[src/rtl/range_session_arbiter.sv]
// Round-robin owner of a shared range finder: clears it, streams the granted requester's
// samples through go/finish sequencing and returns the captured range tagged with the owner id.
module range_session_arbiter #(
   parameter  int WIDTH   = 16,
   parameter  int NUM_REQ = 4,
   localparam int ID_W    = $clog2(NUM_REQ)
) (
   input  logic                     clock,
   input  logic                     reset,
   input  logic [NUM_REQ-1:0]       req,
   output logic [NUM_REQ-1:0]       grant,
   input  logic [NUM_REQ-1:0]       s_valid,
   input  logic [NUM_REQ-1:0]       s_last,
   input  logic [NUM_REQ*WIDTH-1:0] s_data,
   output logic [NUM_REQ-1:0]       s_ready,
   output logic                     rf_clear,
   output logic                     rf_go,
   output logic                     rf_finish,
   output logic [WIDTH-1:0]         rf_data,
   input  logic [WIDTH-1:0]         rf_range,
   input  logic                     rf_error,
   output logic                     res_valid,
   input  logic                     res_ready,
   output logic [WIDTH-1:0]         res_range,
   output logic [ID_W-1:0]          res_id,
   output logic                     res_error
);

   // state  | meaning
   // IDLE   | no owner; round-robin pick among active requests
   // CLEAR  | rf_clear pulse, finder min/max being reset
   // FIRST  | waiting for the owner's first sample (finder go)
   // RUN    | streaming; finder folds rf_data every cycle
   // FIN1   | single-sample session, finish with the held sample
   // RESULT | result presented until res_ready
   typedef enum logic [2:0] {IDLE, CLEAR, FIRST, RUN, FIN1, RESULT} state_t;

   state_t             state;
   logic [ID_W-1:0]    gidx;
   logic [ID_W-1:0]    last_id;
   logic [WIDTH-1:0]   hold;

   logic [WIDTH-1:0]   s_arr [NUM_REQ];
   logic [WIDTH-1:0]   g_data;
   logic               g_valid, g_last, g_req;
   logic               streaming, in_session, xfer, abort;
   logic               found_hi, found_any, pick_found;
   logic [ID_W-1:0]    pick_hi, pick_any, pick_id;
   logic [NUM_REQ-1:0] pick_oh;

   always_comb begin
      for (int i = 0; i < NUM_REQ; i++) begin
         s_arr[i] = s_data[i*WIDTH +: WIDTH];
      end
   end

   assign g_data  = s_arr[gidx];
   assign g_valid = s_valid[gidx];
   assign g_last  = s_last[gidx];
   assign g_req   = req[gidx];

   assign streaming  = (state == FIRST) || (state == RUN);
   assign in_session = streaming || (state == CLEAR) || (state == FIN1);
   assign xfer       = streaming && g_valid;
   assign abort      = in_session && (rf_error || !g_req);

   assign s_ready   = streaming ? grant : '0;
   assign rf_go     = (state == FIRST) && xfer && !abort;
   assign rf_finish = ((state == RUN) && xfer && g_last && !abort) ||
                      ((state == FIN1) && !abort);

   always_comb begin
      rf_data = hold;
      if (state == FIRST || (state == RUN && g_valid)) begin
         rf_data = g_data;
      end
   end

   // Lowest index above last_id wins; otherwise wrap to the lowest active index,
   // which leaves the last-served requester with the lowest priority.
   always_comb begin
      found_hi  = 1'b0;
      found_any = 1'b0;
      pick_hi   = '0;
      pick_any  = '0;
      for (int i = NUM_REQ-1; i >= 0; i--) begin
         if (req[i]) begin
            found_any = 1'b1;
            pick_any  = ID_W'(i);
            if (ID_W'(i) > last_id) begin
               found_hi = 1'b1;
               pick_hi  = ID_W'(i);
            end
         end
      end
      pick_found = found_any;
      pick_id    = found_hi ? pick_hi : pick_any;
      pick_oh    = {{(NUM_REQ-1){1'b0}}, 1'b1} << pick_id;
   end

   always_ff @(posedge clock or posedge reset) begin
      if (reset) begin
         state     <= IDLE;
         grant     <= '0;
         gidx      <= '0;
         last_id   <= ID_W'(NUM_REQ-1);
         hold      <= '0;
         rf_clear  <= 1'b0;
         res_valid <= 1'b0;
         res_range <= '0;
         res_id    <= '0;
         res_error <= 1'b0;
      end else begin
         rf_clear <= 1'b0;
         case (state)
            IDLE: begin
               if (pick_found) begin
                  grant    <= pick_oh;
                  gidx     <= pick_id;
                  rf_clear <= 1'b1;
                  state    <= CLEAR;
               end
            end
            RESULT: begin
               if (res_ready) begin
                  res_valid <= 1'b0;
                  grant     <= '0;
                  last_id   <= gidx;
                  state     <= IDLE;
               end
            end
            default: begin
               if (abort) begin
                  res_error <= 1'b1;
                  res_range <= '0;
                  res_id    <= gidx;
                  res_valid <= 1'b1;
                  state     <= RESULT;
               end else begin
                  case (state)
                     CLEAR: state <= FIRST;
                     FIRST: begin
                        if (xfer) begin
                           hold  <= g_data;
                           state <= g_last ? FIN1 : RUN;
                        end
                     end
                     RUN: begin
                        if (xfer && g_last) begin
                           res_range <= rf_range;
                           res_id    <= gidx;
                           res_error <= 1'b0;
                           res_valid <= 1'b1;
                           state     <= RESULT;
                        end else if (xfer) begin
                           hold <= g_data;
                        end
                     end
                     FIN1: begin
                        res_range <= rf_range;
                        res_id    <= gidx;
                        res_error <= 1'b0;
                        res_valid <= 1'b1;
                        state     <= RESULT;
                     end
                     default: state <= IDLE;
                  endcase
               end
            end
         endcase
      end
   end

endmodule

[config.mk]
export PLATFORM = sky130hd
export DESIGN_NAME = range_session_arbiter
export DESIGN_NICKNAME = d
export VERILOG_FILES = /design/src/rtl/range_session_arbiter.sv
export SDC_FILE = /design/constraint.sdc
export NUM_CORES = 1
export LEC_CHECK = 0
export ABC_CLOCK_PERIOD_IN_PS = 2700
export BUFFER_PORTS_ARGS = -buffer_cell sky130_fd_sc_hd__buf_4
export CAP_MARGIN = 25
export CORE_MARGIN = 2
export CORE_UTILIZATION = 40
export CTS_BUF_LIST = sky130_fd_sc_hd__clkbuf_2
export CTS_CLUSTER_DIAMETER = 150
export DETAILED_ROUTE_END_ITERATION = 6
export PLACE_DENSITY = 0.71
export SLEW_MARGIN = 20
export SYNTH_ARGS = -nofsm -noshare
export SYNTH_HDL_FRONTEND = slang
export SYNTH_SLANG_ARGS = --single-unit
[constraint.sdc]
create_clock -name clock -period 2.7 [get_ports clock]
set_input_delay 0.135 -clock clock [delete_from_list [all_inputs] [get_ports clock]]
set_output_delay 0.135 -clock clock [all_outputs]
set_load 0.05 [all_outputs]
==> results.yml, run 1 <==
pwr:
  p_leak_uw: 0.002177
  vdd_drop_max_uv: 662.5
  power_per_cell_area_nw_per_um2: 1073
grt:
  grt_max_degree: 49
  antenna_found_initial: 0
  grt_pass1_wl_um: 12720
  grt_pass1_vias: 2641
  grt_overflow_total: 0
  grtUsageTotal: 0.1927
synthesis:
  synth-compound-area-share: 0.07637
  yosysWarnings: 0
  seq_area_frac_synth: 0.4037
  syn_area_um2: 2982
  synth_top_cell_by_area: "dfrtp_1"
  avgSynthCellArea_um2: 11.97
  synth_top_area_share: 0.3861
  synthDistinctLibCells: 38
  synth_mux_area_frac: 0.3592
  synth_top_family_by_area: "multiplexers"
  synth_simple_gate_area_frac: 0.1146
  ys_seq_elements: 48
  netlist_top_cells_area: "dfrtp_1 39%, mux4_2 14%, mux2_2 9.8%, mux2i_1 6.7%, mux2_4 5.0%"
  async_flop_share: 1.000
  synth-edff-count: 0
  syn_nets: 345
  syn_inst: 249
  synthAdderAreaFrac: 0
  synth_ff_type: "dfrtp_1"
  synth_xor_xnor_area_share: 0
  yosysMostFrequentCell: "dfrtp_1"
  synthTopCellsByCount: "46 x dfrtp_1, 38 x nand2_1, 26 x mux2_2"
finish:
  area_delta_synth_final_pct: 45.49
  multi_input_area_um2: 1650
  final_nets: 500
  final_area_um2: 4338
  fin_util: 0.5981
  layout-drive-gt1-share: 0.5446
  insertedDiodeCount: 0
  fillers: 611
  ff_latch_area_um2: 1204
sta:
  final_hold_viol_count: 0
  rsz0062_at_grt: "no"
  finalWorstSetupSlack_ps: 257.5
  slew_headroom: 0.4510
  fin_skew_ps: 12.88
  finalSetupViolations: 0
  tightest_slew_ps: 822.5
  fin_tns_setup_ps: 0
  final_max_slew_viol_count: 0
  fmax_mhz: 409.4
  fin_crit_ps: 2442
  whs_ps: 60.61
  period_share: 0.9046
clocking:
  insertion_delay_ps: 420
  cts.path.max_buffers: 2
  clockRootBuffer: "clkbuf_2"
  clk_pin_slew_ps: 220
  clock_sinks: 48
  numCtsBuffers: 5
  htreeDepth: 2
  cts_tree: "built"
setup_path:
  critPathCaptureType: "output pin"
  crit_type: "reg -> out"
  critPathRequiredTime_ps: 2570
  cp.arrival_ps: 2310
  cp_max_fo: 16
  worstSetupStartpointType: "flip-flop"
route:
  dr.pass1.iters: 4
  routed_via_density: 5.002
  post-route-drc-count: 0
  drt-initial-drc-count: 98
  drt-total-wl_um: 7557
  wl_per_cell_um: 15.02
  ant_nets: 0
  vias: 2516
place:
  place.gp.congestion: 0.8043
  dp_hpwl_um: 5711
  place_ws_ps: 385.1
  detailed_place.area_um2: 4101
  port_buffers: 142
die:
  ios: 143
  initial_core_util: 0.4111
  die_x_um: 90.34
  num_rows: 31
  dieArea_um2: 8160
  die_height_um: 90.34
  design.core.area_um2: 7253
worst_hold_path:
  hold_path.class: "in -> reg"
outcome:
  status: "complete, no violations"
job:
  drv_cap: 0
==> layer usage <==
layer	global-route usage	part of all wire	wire length [µm]	vias to the layer above
met5	0	0	0	-
met4	0.03462	0.0069	52	0
met3	0.04424	0.068	511	5
met2	0.3277	0.49	3733	106
met1	0.2559	0.43	3259	1192
li1	-	-	-	1213
==> final cells by class <==
cell class,count,share of cell area
Clock buffer,6,0.006922
Sequential cell,48,0.2775
Clock inverter,1,0.001154
Multi-Input combinational cell,177,0.3804
Timing Repair Buffer,165,0.2991
Inverter,7,0.006346
Tap cell,99,0.02855
==> power breakdown <==
group	internal (µW)	leakage (µW)	switching, µW
Sequential	1030	0.000632	219
Clock	61.8	0.0000288	220
Combinational	1270	0.00152	1860
Total	2360	0.00218	2300
==> per-stage QoR <==
step	cells	power, µW
global route	503	4956
global placement	478	4321
detailed placement	478	4370
CTS	502	4670
finish	503	4657
floorplan	249	3578
==> kinds of logic (layout without fill, tap and decap cells) <==
| logic type | count (synthesis) | in the layout |
|---|---|---|
| mux | 75 | 75 |
| simple gates | 70 | 70 |
| flops | 48 | 48 |
| compound gates | 32 | 32 |
| buf+inv | 24 | 179 |
==> placed cells by master, fill, tap and decap left out, types with 3 or more instances in the layout <==
cell type      synthesis  layout
o21ai_0                9       9
nor3_1                 4       4
buf_4                  2     146
clkbuf_2               0       6
inv_1                  7       6
dfrtp_1               46      46
dlygate4sd3_1          0      17
mux2_4                10      10
nor2_1                 4       4
nand3_1                3       3
a21oi_1                5       4
mux4_2                19      19
nor2b_1                4       4
nand2_1               38      38
and2_1                 5       5
mux2_2                26      26
nand2b_1               5       5
mux2i_1               20      20
a32o_1                 3       3
==> final timing paths <==
kind | from | depth (start not counted) | slack (ps) | to
worst max-delay path | gidx[0] | 5 | 260 | rf_data[9]
max in group asynchronous | reset | 3 | 1830 | hold[14]
worst max register to register | gidx[0] | 6 | 500 | hold[14]
min in group asynchronous | reset | 3 | 370 | res_range[0]
worst min register to register | hold[7] | 1 | 530 | hold[7]
worst min-delay path | res_ready | 4 | 60 | state[0]
==> flip-flops by register name, indices dropped and copies added (netlist names) <==
name,count
hold,16
gidx,2
last_id,2
rf_clear,1
res_error,1
res_range,16
state,3
res_valid,1
grant,4
res_id,2
==> critical path, cell delays in order, from the launching register on <==
cell     delay [ps]
dfrtp_1         430
mux4_2          570
o21ai_4         190
buf_12          170
mux2_2          340
buf_4           190
==> timing repair <==
item | in CTS | in global routing
hold buffers | 17 | 0
gates resized for setup | 0 | 2
buffers inserted | 0 | 1
endpoints found under the hold margin | 62 | 0
endpoints found under the setup margin | 0 | 17
Note: power is estimated with default switching activity, not from simulation.
==> run 2: changes to the inputs <==
==> constraint.sdc (replaced) <==
create_clock -name clock -period 2.7 [get_ports clock]
set_input_delay 0.27 -clock clock [delete_from_list [all_inputs] [get_ports clock]]
set_output_delay 0.27 -clock clock [all_outputs]
set_load 0.05 [all_outputs]
==> run 2 against run 1 <==
  * Critical path depth did not move
  * Total power rose by 1.5%
  * Sequential cell count did not move
  * Clock skew rose by 8.8 ps
  * Critical path type unchanged
  * Sequential power barely moved
==> results.yml, run 2 (synthesis gave the netlist of run 1 again) <==
pwr:
  power_per_cell_area_nw_per_um2: 1113
  p_leak_uw: 0.002141
  vdd_drop_max_uv: 597.4
route:
  post-route-drc-count: 0
  routed_via_density: 5.079
  wl_per_cell_um: 15.56
  drt-total-wl_um: 7641
  dr.pass1.iters: 5
  vias: 2494
  drt-initial-drc-count: 97
  ant_nets: 0
worst_hold_path:
  hold_path.class: "in -> reg"
clocking:
  cts_tree: "built"
  numCtsBuffers: 5
  clock_sinks: 48
  clk_pin_slew_ps: 240
  htreeDepth: 2
  clockRootBuffer: "clkbuf_2"
  cts.path.max_buffers: 2
  insertion_delay_ps: 420
grt:
  grt_pass1_wl_um: 12630
  grtUsageTotal: 0.1921
  grt_overflow_total: 0
  grt_pass1_vias: 2681
  grtUsageMet2: 0.3246
  grtUsageMet1: 0.2545
  top_usage_layer: "met2"
  grt_max_degree: 27
  antenna_found_initial: 0
  use_met3: 0.03840
setup_path:
  r2r_slack_ps: 590
  worstSetupStartpointType: "flip-flop"
  critPathCaptureType: "output pin"
  cp.arrival_ps: 2310
  cp_max_fo: 16
  crit_type: "reg -> out"
  critPathRequiredTime_ps: 2430
job:
  drv_cap: 0
sta:
  finalSetupViolations: 0
  slew_headroom: 0.4910
  rsz0062_at_grt: "no"
  tightest_slew_ps: 758.9
  whs_ps: 57.79
  fmax_mhz: 387.2
  final_hold_viol_count: 0
  final_max_slew_viol_count: 0
  period_share: 0.9566
  fin_skew_ps: 21.64
  fin_crit_ps: 2583
  fin_tns_setup_ps: 0
finish:
  final_nets: 488
  layout-drive-gt1-share: 0.5689
  insertedDiodeCount: 0
  reg.largest.list: "hold: 16 flops, res_range: 16 flops, grant: 4 flops"
  layout_commonest_cell: "buf_4"
  area_delta_synth_final_pct: 42.47
  final_cell_mix: "142 x buf_4, 46 x dfrtp_1, 38 x nand2_1"
place:
  place.gp.congestion: 0.7405
  dp_hpwl_um: 6025
  port_buffers: 142
die:
  num_rows: 31
  ios: 143
  design.core.area_um2: 7253
  die_x_um: 90.34
  initial_core_util: 0.4111
  die_height_um: 90.34
  dieArea_um2: 8160
outcome:
  status: "complete, no violations"
## run 2: changes by cell type in the layout (fill, tap and decap cells not counted), sizes merged
cell,previous run,this run
clkinv,2,1
dlygate4sd3,17,1
inv,6,7
buf,148,152
## run 2: worst paths after layout
check | startpoint | endpoint | cells after the start
max | gidx[0] | rf_data[13] | 5
max reg2reg | gidx[0] | hold[6] | 6
max in group asynchronous | reset | last_id[0] | 4
min | rf_range[9] | res_range[9] | 3
min in group asynchronous | reset | hold[6] | 3
min reg2reg | hold[4] | hold[4] | 1
## run 2: final cells by class
cell class / instances / area [µm²]
Sequential cell: 48 / 1204
Clock inverter: 1 / 5.005
Multi-Input combinational cell: 177 / 1644
Clock buffer: 6 / 30.03
Fill cell: 617 / 3005
Inverter: 7 / 26.28
Timing Repair Buffer: 153 / 1215
Tap cell: 99 / 123.9
## run 2: stage by stage
step	utilization	cell area [µm²]	total power [µW]	worst slack, ps	cells
6_report	0.5856	4248	4728	117.3	491
3_5_place_dp	0.5713	4144	4399	457.8	482
3_3_place_gp	0.5686	4124	4346	491.0	481
4_1_cts	0.5781	4193	4695	8.019	490
5_1_grt	0.5856	4248	5026	1.345	491
2_1_floorplan	-	2982	3578	284.3	249
## run 2: what timing repair did
item / CTS / global route
setup buffers: 0 / 1
hold endpoints to repair: 24 / 0
setup endpoints to repair: 9 / 17
gates resized for setup: 1 / 12
hold buffers: 1 / 0
## run 2: where the power goes
group / total, µW / internal (µW) / switching (µW)
Clock: 278 / 61.8 / 216
Sequential: 1250 / 1030 / 219
Combinational: 3200 / 1330 / 1870
Total: 4730 / 2420 / 2310
## run 2: routing by layer
metal / part of all wire / vias up
li1: - / 1194
met1: 0.43 / 1191
met2: 0.49 / 100
met3: 0.065 / 9
met4: 0.012 / 0
met5: 0 / -
## run 2: worst max-delay path: stages (launching register included)
cell     delay (ps)
dfrtp_1         470
mux4_2          560
o21ai_4         160
buf_12          170
mux2_2          350
buf_4           190
